### src/rtl/striping.sv
// striping: splits one word-per-cycle stream onto two half-rate lanes.
// Even words go to lane_0 and odd words to lane_1. Both lanes update
// together on the PH1 edge and then hold for two clk_2f cycles.
module striping #(
   parameter int WIDTH = 32,
   parameter int CNT_W = 16
) (
   input  logic             clk_2f,
   input  logic             reset,
   input  logic [WIDTH-1:0] data_in,
   input  logic             valid_in,
   output logic [WIDTH-1:0] lane_0,
   output logic [WIDTH-1:0] lane_1,
   output logic             valid_0,
   output logic             valid_1,
   output logic             pair_strobe,
   output logic [CNT_W-1:0] word_count
);

   // IDLE: no pair is open. PH0: the even slot is sampled here.
   // PH1: the odd slot is sampled here and the lanes are updated.
   typedef enum logic [1:0] {
      IDLE = 2'd0,
      PH0  = 2'd1,
      PH1  = 2'd2
   } state_t;

   state_t           state, state_nxt;
   logic [WIDTH-1:0] hold_0, hold_0_nxt;
   logic             hold_v0, hold_v0_nxt;
   logic [WIDTH-1:0] lane_0_nxt, lane_1_nxt;
   logic             valid_0_nxt, valid_1_nxt;
   logic             pair_strobe_nxt;
   logic [CNT_W-1:0] word_count_nxt;

   // Next-state and datapath decode for the pairing FSM.
   always_comb begin
      // NOTE: every output of this block gets a default first, so no path
      // can leave a signal unassigned and infer a latch.
      state_nxt       = state;
      hold_0_nxt      = hold_0;
      hold_v0_nxt     = hold_v0;
      lane_0_nxt      = lane_0;
      lane_1_nxt      = lane_1;
      valid_0_nxt     = valid_0;
      valid_1_nxt     = valid_1;
      pair_strobe_nxt = 1'b0;
      word_count_nxt  = word_count;

      case (state)
         IDLE: begin
            // Any word arriving while idle opens a new pair as an even word.
            if (valid_in) begin
               hold_0_nxt  = data_in;
               hold_v0_nxt = 1'b1;
               state_nxt   = PH1;
            end
         end
         PH0: begin
            // The phase keeps toggling across single-word gaps; an empty
            // even slot is recorded as zero data with its flag cleared.
            hold_0_nxt  = valid_in ? data_in : '0;
            hold_v0_nxt = valid_in;
            state_nxt   = PH1;
         end
         PH1: begin
            lane_0_nxt      = hold_0;
            valid_0_nxt     = hold_v0;
            lane_1_nxt      = valid_in ? data_in : '0;
            valid_1_nxt     = valid_in;
            pair_strobe_nxt = 1'b1;
            word_count_nxt  = word_count + CNT_W'(hold_v0) + CNT_W'(valid_in);
            // A fully empty pair still flushes the lanes, then the stream
            // re-aligns so the next word lands on lane 0.
            if (!hold_v0 && !valid_in) state_nxt = IDLE;
            else                       state_nxt = PH0;
         end
         default: state_nxt = IDLE;
      endcase
   end

   // FSM state register.
   always_ff @(posedge clk_2f or negedge reset) begin
      // NOTE: sequential state uses non-blocking assignments so every
      // register samples the pre-edge values regardless of block order.
      if (!reset) state <= IDLE;
      else        state <= state_nxt;
   end

   // Holding register, lane outputs and counter.
   always_ff @(posedge clk_2f or negedge reset) begin
      if (!reset) begin
         hold_0      <= '0;
         hold_v0     <= 1'b0;
         lane_0      <= '0;
         lane_1      <= '0;
         valid_0     <= 1'b0;
         valid_1     <= 1'b0;
         pair_strobe <= 1'b0;
         word_count  <= '0;
      end else begin
         hold_0      <= hold_0_nxt;
         hold_v0     <= hold_v0_nxt;
         lane_0      <= lane_0_nxt;
         lane_1      <= lane_1_nxt;
         valid_0     <= valid_0_nxt;
         valid_1     <= valid_1_nxt;
         pair_strobe <= pair_strobe_nxt;
         word_count  <= word_count_nxt;
      end
   end

endmodule

### config.mk
export PLATFORM = sky130hd
export DESIGN_NAME = striping
export DESIGN_NICKNAME = d
export VERILOG_FILES = /design/src/rtl/striping.sv
export SDC_FILE = /design/constraint.sdc
export NUM_CORES = 1
export LEC_CHECK = 0
export CAP_MARGIN = 40
export CELL_PAD_IN_SITES_DETAIL_PLACEMENT = 1
export CELL_PAD_IN_SITES_GLOBAL_PLACEMENT = 1
export CORE_MARGIN = 5
export CORE_UTILIZATION = 51
export CTS_CLUSTER_DIAMETER = 60
export CTS_CLUSTER_SIZE = 16
export DETAILED_ROUTE_END_ITERATION = 16
export DONT_BUFFER_PORTS = 1
export PLACE_DENSITY_LB_ADDON = 0.1
export REMOVE_ABC_BUFFERS = 1
export SYNTH_ARGS = -nofsm -noshare
export SYNTH_HDL_FRONTEND = slang
export SYNTH_SLANG_ARGS = --single-unit
### constraint.sdc
create_clock -name clk_2f -period 3.6 [get_ports clk_2f]
set_input_delay 0.72 -clock clk_2f [delete_from_list [all_inputs] [get_ports clk_2f]]
set_output_delay 0.72 -clock clk_2f [all_outputs]
set_load 0.02 [all_outputs]
==> results.sh <==
export IMPL_synth_common_cells="nand2_1, dfrtp_1, nand3_1"
export IMPL_dp_hpwl_um=6550
export IMPL_maxSlewHeadroom_pct=50.0
export IMPL_root_buffer="clkbuf_8"
export IMPL_synth_area_leaders="dfrtp_1, nand2_1, a22o_1"
export IMPL_drive_gt1_share_pct=9.32
export IMPL_rsz0062_at_grt="no"
export IMPL_drc=0
export IMPL_ys_types=25
export IMPL_worstSetupEndpointType="register"
export IMPL_total_power_w=0.00570
export IMPL_overflow=0
export IMPL_cts_buffers_inserted=17
export IMPL_drtIter0Drc=127
export IMPL_cts_resized=0
export IMPL_grt_first_pass_wirelength_um=18800
export IMPL_worst_ep_arrival_time_ns=2.58
export IMPL_yosys_area_top_type="dfrtp_1"
export IMPL_final_setup_tns_ns=0
export IMPL_clock_latency_ns=0.51
export IMPL_syn_area_per_cell_sq_um=10.5
export IMPL_fp_row_count=34
export IMPL_slowest_stage="dfrtp_1"
export IMPL_hold_violations=0
export IMPL_cpPeakStageDelay_ns=0.50
export IMPL_post_cts_buffers=0
export IMPL_final_nets=464
export IMPL_clockBufferDepth=2
export IMPL_power_density_nw_per_um2=1080
export IMPL_rr_worst_depth=8
export IMPL_finalSetupViolCount=0
export IMPL_first_global_vias=3440
export IMPL_clk_pin_slew_ns=0.06
export IMPL_start_util_pct=52.1
export IMPL_die_area_sq_um=10800
export IMPL_avgRoutedWirePerCell_um=20.6
export IMPL_boundaryPins=118
export IMPL_drt_total_wl_um=11300
export IMPL_period_minus_slack_ns=2.16
export IMPL_grt_max_degree=119
export IMPL_status="completed"
export IMPL_antenna_cells=0
export IMPL_synth_edf_count=0
export IMPL_synth_top_area_share_pct=65.3
export IMPL_path_delay_family="simple AND/OR/NAND/NOR gates"
export IMPL_worst_slew_pin_slew_ns=0.750
export IMPL_ys_async_sr_fraction_pct=100
export IMPL_postRouteAntennaNets=0
export IMPL_syn_to_final_growth_pct=16.9
export IMPL_antenna_found_initial=0
export IMPL_worst_ir_drop_vdd_mv=0.545
export IMPL_synthCells=429
export IMPL_vias=3124
export IMPL_regArea_sq_um=2950
export IMPL_period_share_pct=60.0
export IMPL_ys_seq_area_share_pct=65.3
export IMPL_crit_type="register to register"
export IMPL_core_area_sq_um=8680
export IMPL_ys_ff_latch=118
export IMPL_ys_warn_count=0
export IMPL_cts_sinks=118
export IMPL_synth_area_sq_um=4520
export IMPL_leakage_nw=2.73
export IMPL_grt_usage_pct=21.8
export IMPL_yosys_most_used_dff="dfrtp_1"
export IMPL_cp_num_buf_inv=2
export IMPL_die_w_um=104
export IMPL_drv_slew=0
export IMPL_avgViaCountPerCell=5.70
export IMPL_h_tree_depth=4
export IMPL_skew_ns=0.00948
export IMPL_drv_cap=0
export IMPL_gp_congestion=0.692
export IMPL_required_ns=4.03
export IMPL_cts_hold_buffers=1
export IMPL_cp_start_kind="register"
export IMPL_drt_pass1_iter_count=6
export IMPL_startpoint="word_count[0]$_DFFE_PN0P_"
export IMPL_port_buffers=0
export IMPL_timing_rr_end="word_count[6]$_DFFE_PN0P_"
export IMPL_reg2reg_from="word_count[0]$_DFFE_PN0P_"
export IMPL_crit_chain="inv_1, fa_1, inv_1, ha_1, and2_1, and3_1, and3_1, xor2_1"
export IMPL_fmax_mhz=463
export IMPL_die_h_um=104
export IMPL_fillers=922
export IMPL_multi_input_area_sq_um=1450
export IMPL_yosysMostFrequentCell="nand2_1"
export IMPL_cp_max_fo=5
export IMPL_rrSetupSlack_ns=1.44
export IMPL_worst_hold_path_type="input port to asynchronous set/reset pin"
export IMPL_cts_tree="done"
[layout by cell type, fill, tap and decap left out, types with 2 or more instances in the layout]
| master | n |
|---|---|
| a22o_1 | 32 |
| and3_1 | 6 |
| buf_16 | 3 |
| buf_4 | 2 |
| bufinv_16 | 5 |
| clkbuf_1 | 2 |
| clkbuf_16 | 16 |
| clkinv_2 | 3 |
| clkinv_4 | 2 |
| clkinvlp_4 | 3 |
| dfrtp_1 | 118 |
| inv_1 | 5 |
| nand2_1 | 173 |
| nand3_1 | 36 |
| nand4_1 | 4 |
| o21ai_0 | 3 |
| xnor2_1 | 12 |
| xor2_1 | 2 |
[cells by family after synthesis]
logic type	synth area share, %
buf+inv	2.99
xor+xnor	2.71
flops	65.3
compound gates	7.03
fa+ha+maj	0.719
simple gates	21.3
[stage by stage]
stage / hold slack (ns) / std cells / cell area [sq um] / setup slack (ns) / util [%]
global placement: 0.427 / 513 / 4570 / 1.32 / 52.7
detailed placement: 0.428 / 515 / 4630 / 1.22 / 53.3
CTS: 0.192 / 548 / 5280 / 1.43 / 60.9
finish: 0.174 / 548 / 5280 / 1.44 / 60.9
global route: 0.208 / 548 / 5280 / 1.31 / 60.9
floorplan: 0.424 / 403 / 4410 / 1.42 / -
[worst max-delay path by stage]
stage                                            to  slack [ns]  depth (start not counted)
after detailed placement  word_count[6]$_DFFE_PN0P_        1.22                          8
after CTS                 word_count[6]$_DFFE_PN0P_        1.43                          8
after global placement    word_count[6]$_DFFE_PN0P_        1.32                          8
after floorplan               hold_0[0]$_DFFE_PN0P_        1.42                          3
final                     word_count[6]$_DFFE_PN0P_        1.44                          8
after global routing      word_count[6]$_DFFE_PN0P_        1.31                          8
[metal layers]
metal / wire length [um] / GRT usage [%]
met5: 0 / 0
met1: 4680 / 27.6
met3: 883 / 7.51
met4: 182 / 8.70
met2: 5570 / 34.5
[state kept, by name, indices dropped and copies added (netlist names)]
register and count:
word_count 16, hold_v0 1, hold_0 32, state 2
lane_0 32, lane_1 32, pair_strobe 1, valid_1 1
valid_0 1
[worst reg2reg max path: cells and delay by family, from the launching register on]
kind	cells	cell delay, ns
AND/OR/NAND/NOR	3	0.65
adder cells (fa/ha/maj)	2	0.59
buffers and inverters	2	0.20
XOR/XNOR	1	0.14
flip-flops	1	0.50
[cell type report]
type | count | area share, %
multi-input combinational | 279 | 27.4
timing repair buffer | 5 | 1.85
sequential | 118 | 55.9
clock buffer | 19 | 7.98
inverter | 6 | 0.426
clock inverter | 13 | 3.88
tap | 108 | 2.56
[report_power, final]
group	internal [W]	switching [W]	total [W]
Combinational	0.000424	0.000738	0.00116
Sequential	0.00188	0.000857	0.00274
Clock	0.00119	0.000607	0.00180
Total	0.00349	0.00220	0.00570
No activity file was read; power rests on OpenSTA's default activity.
